File: src/rtl/multi_divider.sv
// Run-time programmable multi-channel clock divider. Each channel produces a
// near-50% square wave plus a one-cycle tick; divisor changes apply only at period boundaries.
module multi_divider #(
    parameter int NCH     = 3,
    parameter int CW      = 32,
    parameter int DEF_DIV = 100000,
    parameter int AW      = (NCH > 1) ? $clog2(NCH) : 1
) (
    input  logic           CP,
    input  logic           CR,
    input  logic [NCH-1:0] en,
    input  logic           sync,
    input  logic           wr_en,
    input  logic [AW-1:0]  wr_ch,
    input  logic [CW-1:0]  wr_div,
    output logic [NCH-1:0] CLK_OUT,
    output logic [NCH-1:0] TICK,
    output logic [NCH-1:0] pend
);

    localparam logic [CW-1:0] DEF     = CW'(DEF_DIV);
    localparam logic [CW-1:0] MIN_DIV = CW'(2);
    localparam logic [CW-1:0] ONE     = CW'(1);

    // Divisors below 2 cannot form a period, so they are clamped on write.
    logic [CW-1:0] wr_val;
    assign wr_val = (wr_div < MIN_DIV) ? MIN_DIV : wr_div;

    for (genvar i = 0; i < NCH; i++) begin : g_ch
        localparam logic [AW-1:0] CH = AW'(i);

        logic [CW-1:0] cnt_q, cnt_d;
        logic [CW-1:0] div_act_q, div_act_d;
        logic [CW-1:0] div_sh_q, div_sh_d;
        logic          pend_q, pend_d;
        logic          clk_q, tick_q, tick_d;
        logic          wrap, wr_hit, boundary;

        assign wrap   = (cnt_q == div_act_q - ONE);
        assign wr_hit = wr_en && (wr_ch == CH);

        always_comb begin
            // NOTE: every variable gets a default first, so no path can infer a latch.
            cnt_d     = cnt_q;
            div_act_d = div_act_q;
            div_sh_d  = div_sh_q;
            pend_d    = pend_q;
            tick_d    = 1'b0;
            boundary  = 1'b0;

            if (sync) begin
                cnt_d    = '0;
                boundary = 1'b1;
            end else if (en[i]) begin
                if (wrap) begin
                    cnt_d    = '0;
                    tick_d   = 1'b1;
                    boundary = 1'b1;
                end else begin
                    cnt_d = cnt_q + ONE;
                end
            end

            // The boundary consumes the pre-write shadow; a same-cycle write waits for the next one.
            if (boundary && pend_q) begin
                div_act_d = div_sh_q;
                pend_d    = 1'b0;
            end
            if (wr_hit) begin
                div_sh_d = wr_val;
                pend_d   = 1'b1;
            end
        end

        // NOTE: non-blocking assignments so every register samples pre-edge values.
        always_ff @(posedge CP or posedge CR) begin
            if (CR) begin
                cnt_q     <= '0;
                div_act_q <= DEF;
                div_sh_q  <= DEF;
                pend_q    <= 1'b0;
                clk_q     <= 1'b0;
                tick_q    <= 1'b0;
            end else begin
                cnt_q     <= cnt_d;
                div_act_q <= div_act_d;
                div_sh_q  <= div_sh_d;
                pend_q    <= pend_d;
                clk_q     <= (cnt_d >= (div_act_d >> 1));
                tick_q    <= tick_d;
            end
        end

        assign CLK_OUT[i] = clk_q;
        assign TICK[i]    = tick_q;
        assign pend[i]    = pend_q;
    end

endmodule

File: config.mk
export PLATFORM = sky130hd
export DESIGN_NAME = multi_divider
export DESIGN_NICKNAME = d
export VERILOG_FILES = /design/src/rtl/multi_divider.sv
export SDC_FILE = /design/constraint.sdc
export NUM_CORES = 1
export LEC_CHECK = 0
export CAP_MARGIN = 10
export CORE_MARGIN = 4
export CORE_UTILIZATION = 40
export DETAILED_ROUTE_END_ITERATION = 12
export DONT_BUFFER_PORTS = 1
export MAX_ROUTING_LAYER = met4
export SLEW_MARGIN = 10
export SYNTH_ARGS = -nofsm -noshare
export SYNTH_HDL_FRONTEND = slang
export SYNTH_SLANG_ARGS = --single-unit
File: constraint.sdc
create_clock -name CP -period 13.6 [get_ports CP]
set_input_delay 2.04 -clock CP [delete_from_list [all_inputs] [get_ports CP]]
set_output_delay 2.04 -clock CP [all_outputs]
set_load 0.02 [all_outputs]
Word-level counts from Yosys, hierarchy flattened:

Cells that the tools add are included.

* word-level logic and storage cells: 77
* register bits: 297
* input bits: 41

* multiplexer cells: 31
* equality and inequality tests: 5
* add/subtract/negate cells: 6
* reduce and logical (&&, ||, !) cells: 10
* $lt $le $gt $ge: 4

Operators by type and width (count)
* $mux W32: 13
* $add A32 B1 Y32 const B: 3
* $eq A32 B32 Y1: 3
* $ge A32 B31 Y1: 3
* $sub A32 B1 Y32 const B: 3
* $lt A32 B2 Y1 const B: 1
* $mux W1: 18
* $logic_and A1 B1 Y1: 6
* $reduce_bool A2 Y1: 3
* $eq A2 B1 Y1 const B: 1
* $eq A2 B2 Y1 const B: 1
* $logic_not A2 Y1: 1

Longest topological paths before layout:

Gate-level depths: netlist of run 1.

* word-level depth: 8
* depth in mapped cells: 24
* gate-level depth less buffers: 19

Worst setup path before layout of run 1:

OpenSTA, ideal clock, no wires.

* kind: in2reg
* from: input en[2]
* to: register g_ch[2].clk_q
* path slack: 8106 ps
* data arrival time: 5412 ps
* cell stages on the path: 17
* path buffers: 3
* required time: 13517 ps
* cell sequence: clkbuf_1 o2111ai_1 a211oi_1 o2111ai_1 or4_1 clkbuf_1 clkbuf_1 or4_1 and3_1 ha_1 nand4_1 or3_1 or2_2 a31oi_1 a211oi_1 o21a_1 o21ai_0

* word-level cells in the longest chain between the ends: 5
* elaborated cells between the ends (all ways): 7
* classes of those cells: order compare: 1; mux: 5; reduce/logical: 1

RTL lines
* start, declared: line 11 `input logic [NCH-1:0] en,`
* $mux W1: line 54 `end else if (en[i]) begin`
* $mux W1: line 51 `if (sync) begin`
* $logic_and A1 B1 Y1: line 65 `if (boundary && pend_q) begin`
* $mux W32: line 65
* $ge A32 B31 Y1 *: line 89 `clk_q <= (cnt_d >= (div_act_d >> 1));`
* end signal, assigned: line 89
* end, declared: line 36 `logic clk_q, tick_q, tick_d;`

Every way passes the cells marked *; elsewhere a longest branch is shown, timed or not.
A chain may end at the register's enable or synchronous reset.

Worst setup path after layout of run 1:

* from: register g_ch[0].div_act_q[0]
* to: register g_ch[0].clk_q

* word-level cells in the longest chain between the ends: 8
* elaborated cells between the ends (all ways): 11
* classes of those cells: add/sub: 1; order compare: 1; eq/ne: 1; mux: 7; reduce/logical: 1

RTL lines
* start, declared: line 33 `logic [CW-1:0] div_act_q, div_act_d;`
* start signal, assigned: line 86 `div_act_q <= div_act_d;`
* $sub A32 B1 Y32 *: line 39 `assign wrap = (cnt_q == div_act_q - ONE);`
* $eq A32 B32 Y1 *: line 39
* $mux W1: line 55 `if (wrap) begin`
* $mux W1: line 54
* $mux W1: line 51
* $logic_and A1 B1 Y1: line 65
* $mux W32: line 65
* $ge A32 B31 Y1 *: line 89
* end signal, assigned: line 89
* end, declared: line 36

Marked as above.

==> results of run 1 <==
==> registers in the layout, summed over array words and instances, names as in the netlist <==
register and cells:
g_ch.tick_q 3, g_ch.clk_q 3, g_ch.cnt_q 96, g_ch.div_act_q 96, g_ch.pend_q 3, g_ch.div_sh_q 96
==> cells by family after synthesis <==
logic type	Yosys count	share of synthesized area, %
flops	297	36.8
buf+inv	182	4.29
compound gates	353	12.6
xor+xnor	203	8.75
fa+ha+maj	99	6.10
simple gates	936	23.8
mux	131	7.59
==> metrics by stage <==
stage	setup slack, ns	instance area, um2	total power, mW	instances
2_1_floorplan	3.42	20300	1.58	2201
3_3_place_gp	7.16	20600	1.71	2740
3_5_place_dp	7.10	20600	1.73	2740
4_1_cts	7.13	21900	2.82	2808
5_1_grt	6.75	21900	2.94	2808
6_report	7.02	21900	2.79	2809
==> worst paths after layout <==
check / start / end / slack [ns] / depth (start not counted)
max: g_ch[0].div_act_q[0] / g_ch[0].clk_q / 7.02 / 18
min: g_ch[0].div_sh_q[15] / g_ch[0].div_sh_q[15] / 0.46 / 2
max reg2reg: g_ch[0].div_act_q[0] / g_ch[0].clk_q / 7.02 / 18
min reg2reg: g_ch[0].div_sh_q[15] / g_ch[0].div_sh_q[15] / 0.46 / 2
max in group asynchronous: CR / g_ch[2].pend_q / 10.53 / 2
min in group asynchronous: CR / g_ch[0].pend_q / 1.50 / 1
==> power by group through the flow <==
stage / Sequential [mW] / Clock [mW] / Combinational (mW)
floorplan: 1.11 / 0 / 0.475
global placement: 1.19 / 0 / 0.521
detailed placement: 1.20 / 0 / 0.537
CTS: 1.18 / 1.09 / 0.539
global route: 1.20 / 1.13 / 0.604
finish: 1.19 / 1.07 / 0.536
==> worst min-delay path, delay by kind of cell, from the launching register on <==
| kind | cells | cell delay, ns |
|---|---|---|
| simple gates | 2 | 0.09 |
| flops | 1 | 0.36 |
==> cells in the final DEF (no fill, tap or decap), types with 11 or more instances in the layout <==
cell	instances
a211oi_1	12
a21o_1	15
a21oi_1	37
a221oi_1	29
and3_1	82
and4_1	13
buf_4	19
clkbuf_1	11
clkbuf_16	39
dfrtp_1	260
dfstp_2	36
ha_1	99
inv_1	27
mux2_2	65
mux2_4	30
mux2i_1	36
nand2_1	270
nand2b_1	22
nand3_1	89
nand3b_1	11
nand4_1	39
nor2_1	164
nor2b_1	47
nor3_1	42
nor4_1	36
o211a_1	31
o211ai_1	75
o21ai_0	78
or3_1	21
or4_1	48
xnor2_1	106
xor2_1	97
==> layer usage <==
| metal | global-route usage (%) | routed length [um] |
|---|---|---|
| met2 | 32.8 | 25700 |
| met3 | 4.22 | 3920 |
| met5 | - | 0 |
| met1 | 29.1 | 25800 |
| met4 | 6.99 | 1820 |
==> cell type report <==
| cell class | count | area, um2 | area share [%] |
|---|---|---|---|
| antenna | 1 | 2.50 | 0.0114 |
| clock inverter | 10 | 181 | 0.827 |
| clock buffer | 58 | 1130 | 5.14 |
| sequential | 297 | 7480 | 34.1 |
| multi-input combinational | 1722 | 12000 | 54.8 |
| timing repair buffer | 20 | 163 | 0.742 |
| tap | 672 | 841 | 3.83 |
| inverter | 29 | 116 | 0.531 |
==> synthesized netlist by cell type, drive strengths merged, types with 5 or more instances <==
master   count  area, um2
a2111oi      7       68.8
a211oi      12       90.1
a21o        15        113
a21oi       37        185
a221oi      29        254
a31oi        9       56.3
and2         6       37.5
and3        82        513
and4        13        114
buf         44        352
clkbuf     109        410
dfrtp      261       6530
dfstp       36        946
ha          99       1240
inv         29        109
mux2        95       1180
mux2i       36        360
nand2      270       1010
nand2b      22        138
nand3       89        445
nand3b      11       82.6
nand4       39        244
nor2       165        619
nor2b       47        294
nor3        42        210
nor3b        6       45.0
nor4        42        318
nor4b        9       78.8
o2111ai      7       67.6
o211a       31        310
o211ai      75        563
o21a         6       45.0
o21ai       79        399
o311ai       5       43.8
o31a         5       43.8
o31ai        8       73.8
o41ai        6       60.1
or2          9       56.3
or3         21        131
or4         48        360
xnor2      106        928
xor2        97        850
==> metrics.md, run 1 <==
| Metric | Value |
|---|---|
| Run status | `finished, final reports clean` |
| Synth Cell Area | `20300 um2` |
| Crit path time final | `6.58 ns` |
| # port buffers | `0` |
| Flops & latches, synth | `297` |
| I/O pins | `50` |
| RSZ-0062 raised after global routing | `no` |
| Syn avg cell area | `9.23 um2` |
| Worst EP arrival | `6.96 ns` |
| Routed vias/inst | `5.90` |
| Clk_lat worst skew | `0.56 ns` |
| Largest net degree at the start of global routing | `187` |
| Sw Ratio | `30.3%` |
| Net Sw Power | `0.844 mW` |
| Die ar. | `54500 um2` |
| Critical path capture point type | `flop` |
| CTS tree | `done` |
| Sequential Power Share | `42.5%` |
| Critical path class | `flop to flop` |
| Max Cap Viol | `0` |
| CP startpoint kind | `flop` |
| Number of antenna violations at the first check in global routing | `2` |
| Fill count | `4842` |
| Cell Pwr Density | `127 nW/um2` |
| Number of global-route vias before repair | `16300` |
| YS warnings | `0` |
| TritonCTS Buffers | `37` |
| Antenna viol nets, final | `0` |
| Clock Tree Buf Depth | `3` |
| CTS clock-pin slew for the worst setup and hold paths | `0.06 ns` |
| Root Buffer | `clkbuf_16` |
| # rows | `82` |
| Max-slew violations | `0` |
| Cells along the critical path | `inv_1 > ha_1 > or4b_1 > or4_1 > a2111oi_1 > o22ai_1 > nor4_1 > o2111ai_2 > buf_4 > o21a_2 > buf_4 > o211a_1 > ha_1 > and4_1 > a2111oi_0 > o211ai_1 > nor3_1 > o221ai_1` |
| Sink Count | `297` |
| Worst-margin pin slew | `1.05 ns` |
| Drt first pass iters | `6` |
| LEAKAGE | `9.11 nW` |
| Residual DRC | `0` |
| Asr flop ratio synth | `100%` |
| Required time of the critical path | `13.98 ns` |
| Buffers & Inverters on Critical Path | `3` |
| Skew final | `0.0226 ns` |
| Period Utilization, post-route | `48.4%` |
| Worst hold margin | `0.458 ns` |
| Hold Crit Class | `flop to flop` |
| Crit path max-delay family | `compound AO/OA/AOI/OAI gates` |
| Post-DP HPWL | `40500 um` |
| Distinct cells, synth | `80` |
| Placeable Area | `50200 um2` |
| Worst VDD drop | `0.0000842 V` |
| Initial Utilization | `40.5%` |
| Max incr delay on CP | `0.74 ns` |
| Area grow syn2layout | `7.93%` |
| Die height | `233 um` |
| Clock power frac | `38.3%` |
| Syn nets | `2341` |
| DR vias | `16600` |
| Layout cells sized above 1 | `11.1%` |
| Initial DRC Count | `1169` |
| Final Hold Viols | `0` |
| CP Max Fanout | `63` |
| Fin util | `43.7%` |
| First-pass GRT wire length | `91500 um` |
| Global placement routability congestion | `0.898` |
| Setup TNS | `0 ns` |
| Relative max-transition margin | `30.1%` |
| Final setup viols | `0` |
| P_int | `1.94 mW` |
| # resized after CTS | `0` |
| Cell count after synthesis | `2201` |
| H-tree Lvls | `2` |
| Critical Path Slowest Stage Cell | `a2111oi_0` |
| Sequential area share after synthesis | `36.8%` |
| Routed len/inst | `20.4 um` |
| Final layout net count | `2247` |
| Most used flip-flop cell after synthesis | `dfrtp_1` |
| Post-CTS Hold Buffers | `0` |
| Die Wd | `233 um` |
| Grt ovf | `0` |
| GRT Total Usage | `21.6%` |
| Postcts setup bufs | `0` |
| Fmax | `152 MHz` |
| Final wirelength | `57200 um` |
| Combinational share of power | `19.2%` |
| Number of synthesized flops with an enable pin | `0` |
No activity file was read; power rests on OpenSTA's default activity.
==> run 2, diff against run 1 <==
==> constraint.sdc (replaced) <==
create_clock -name CP -period 6.8 [get_ports CP]
set_input_delay 1.02 -clock CP [delete_from_list [all_inputs] [get_ports CP]]
set_output_delay 1.02 -clock CP [all_outputs]
set_load 0.02 [all_outputs]
==> run 2 against run 1 <==
- first-iteration DRC count up 0.77%
- die area unchanged
- power rose by 94%
- global-route usage shrank 0.64 points
- largest cell class unchanged
- sequential power up 100%
- count of clock-buffer cells in the layout fell by 5
- register-to-register slack worse by 6.4 ns
- non-clock buffer count grew 6
- critical endpoint unchanged
- largest power group unchanged
- sequential share of layout area is 0.086 points higher
- wire length fell by 2.9%
==> metrics.md, run 2 (synthesis gave the netlist of run 1 again) <==
| Metric | Value |
|---|---|
| Crit path time final | `6.19 ns (-0.387 ns)` |
| Routed len/inst | `19.8 um (-3.0%)` |
| Setup TNS | `0 ns (unchanged)` |
| Most common cell after layout, fill and taps aside | `nand2_1` |
| Final layout net count | `2252 (+0.22%)` |
| Most frequent cells in the layout | `nand2_1, dfrtp_1, nor2_1, xnor2_1, ha_1` |
| # resized after CTS | `0 (unchanged)` |
| CP Max Fanout | `34 (-46%)` |
| Drt first pass iters | `7 (+1)` |
| Critical path capture point type | `flop` |
| Max-slew violations | `0 (unchanged)` |
| Post-CTS Hold Buffers | `0 (unchanged)` |
| Skew final | `0.0517 ns (+0.0290 ns)` |
| Grt ovf | `0 (unchanged)` |
| Die height | `233 um (unchanged)` |
| CTS tree | `done` |
| Cell Pwr Density | `247 nW/um2 (+94%)` |
| Residual DRC | `0 (unchanged)` |
| Worst-margin pin slew | `1.05 ns (+0.00419 ns)` |
| Postcts setup bufs | `0 (unchanged)` |
| Worst setup path startpoint | `g_ch[0].div_act_q[0]` |
| Placed Area | `20700 um2 (+0.26%)` |
| Hold Crit Class | `primary input to asynchronous set/reset pin` |
| Sink Count | `297 (unchanged)` |
| Final Hold Viols | `0 (unchanged)` |
| R2R Path Start | `g_ch[0].div_act_q[0]` |
| Worst R2R End | `g_ch[0].clk_q` |
| Die ar. | `54500 um2 (unchanged)` |
| Clock Tree Buf Depth | `3 (unchanged)` |
| DR vias | `16400 (-1.2%)` |
| Clk_lat worst skew | `0.58 ns (+0.02 ns)` |
| TritonCTS Buffers | `36 (-2.7%)` |
| CP startpoint kind | `flop` |
| Initial DRC Count | `1178 (+0.77%)` |
| Final instance area | `21900 um2 (-0.25%)` |
| Final wirelength | `55600 um (-2.9%)` |
| Number of global-route vias before repair | `15900 (-2.5%)` |
| H-tree Lvls | `2 (unchanged)` |
| Antenna viol nets, final | `0 (unchanged)` |
| Largest net degree at the start of global routing | `143 (-24%)` |
| Fmax | `161 MHz (+6.3%)` |
| Root Buffer | `clkbuf_16` |
| Relative max-transition margin | `29.9% (-0.28 points)` |
| Routed vias/inst | `5.82 (-1.3%)` |
| Run status | `finished, final reports clean` |
| Required time of the critical path | `7.24 ns (-6.74 ns)` |
| Worst EP arrival | `6.63 ns (-0.33 ns)` |
| Biggest regs | `g_ch.cnt_q x96, g_ch.div_act_q x96, g_ch.div_sh_q x96` |
| CTS clock-pin slew for the worst setup and hold paths | `0.06 ns (about the same)` |
| N_diodes | `0 (-1)` |
| # port buffers | `0 (unchanged)` |
| R2r setup slk | `0.61 ns (-6.41 ns)` |
| # rows | `82 (unchanged)` |
| Area grow syn2layout | `7.66%` |
| Period Utilization, post-route | `91.1% (+43 points)` |
| Post-DP HPWL | `40500 um (about the same)` |
| Initial Utilization | `40.5% (unchanged)` |
| Final setup margin | `0.607 ns (-6.41 ns)` |
| Number of antenna violations at the first check in global routing | `2 (unchanged)` |
| GRT Total Usage | `20.9% (-0.64 points)` |
| Global placement routability congestion | `0.935 (+4.2%)` |
| Critical path class | `flop to flop` |
| First-pass GRT wire length | `88700 um (-3.0%)` |
| RSZ-0062 raised after global routing | `no` |
| I/O pins | `50 (unchanged)` |
| LEAKAGE | `9.08 nW (-0.28%)` |
| Worst VDD drop | `0.000204 V (+140%)` |
| Placeable Area | `50200 um2 (unchanged)` |
| Layout cells sized above 1 | `11.4% (+0.26 points)` |
| R2R cell count | `20 (+2)` |
| Critical path endpoint | `g_ch[0].clk_q` |
| Post-place setup slack | `0.751 ns (-6.34 ns)` |
| Final setup viols | `0 (unchanged)` |
| Max Cap Viol | `0 (unchanged)` |
| Die Wd | `233 um (unchanged)` |
-- run 2: cell types whose count changed in the layout (fill, tap and decap cells not counted), sizes merged --
| cell | change |
|---|---|
| clkinvlp | +3 |
| clkbuf | -5 |
| clkinv | +4 |
| diode | -1 |
| inv | -1 |
| buf | +6 |
| bufinv | -4 |
-- run 2: layer usage --
layer  vias to the layer above  part of all wire [%]  GRT usage, %
met3                        98                   5.3          3.12
met5                         -                     0             -
li1                       7816                     -             -
met2                       396                    45          31.7
met4                         0                   3.3          7.06
met1                      8056                    47          28.9
-- run 2: critical path, stage by stage, from the launching register on --
cell,delay (ns)
dfrtp_1,0.48
inv_1,0.09
ha_1,0.20
or4b_1,0.56
or4_1,0.60
a2111oi_1,0.34
o22ai_1,0.14
nor4_1,0.54
o2111ai_2,0.25
buf_4,0.32
o21ai_2,0.19
buf_4,0.34
nor2_1,0.13
ha_1,0.31
and4_1,0.23
nand2_1,0.07
or3_1,0.42
nor3_1,0.28
o41a_1,0.25
nor3_1,0.09
o221ai_1,0.17
-- run 2: how the worst min path moves through the flow --
stage	from	endpoint	slack, ns
3_3_place_gp	g_ch[0].div_sh_q[9]	g_ch[0].div_sh_q[9]	0.45
4_1_cts	CR	g_ch[0].div_sh_q[2]	0.34
6_report	CR	g_ch[0].div_sh_q[2]	0.36
2_1_floorplan	g_ch[0].div_sh_q[10]	g_ch[0].div_sh_q[10]	0.44
3_5_place_dp	g_ch[0].div_sh_q[9]	g_ch[0].div_sh_q[9]	0.45
5_1_grt	CR	g_ch[0].div_sh_q[2]	0.38
-- run 2: cell type report --
cell class	instances	area [um2]
Fill cell	4845	28300
Inverter	29	113
Clock buffer	53	1050
Clock inverter	12	148
Tap cell	672	841
Timing Repair Buffer	26	220
Sequential cell	297	7480
Multi-Input combinational cell	1722	12000
-- run 2: report_power, final --
group | switching [mW] | leakage (nW) | internal, mW | total [mW]
combinational | 0.547 | 4.90 | 0.530 | 1.08
sequential | 0.353 | 3.61 | 2.03 | 2.38
clock | 0.817 | 0.580 | 1.13 | 1.95
total | 1.72 | 9.08 | 3.69 | 5.41
-- run 2: metrics by stage --
stage	hold slack [ns]	util [%]	power, mW	std cells
after floorplan	0.439	-	3.17	2201
after global placement	0.448	41.2	3.43	2746
after detailed placement	0.454	41.2	3.48	2746
after CTS	0.341	43.6	5.45	2811
after global routing	0.380	43.6	5.70	2811
final	0.358	43.6	5.41	2811
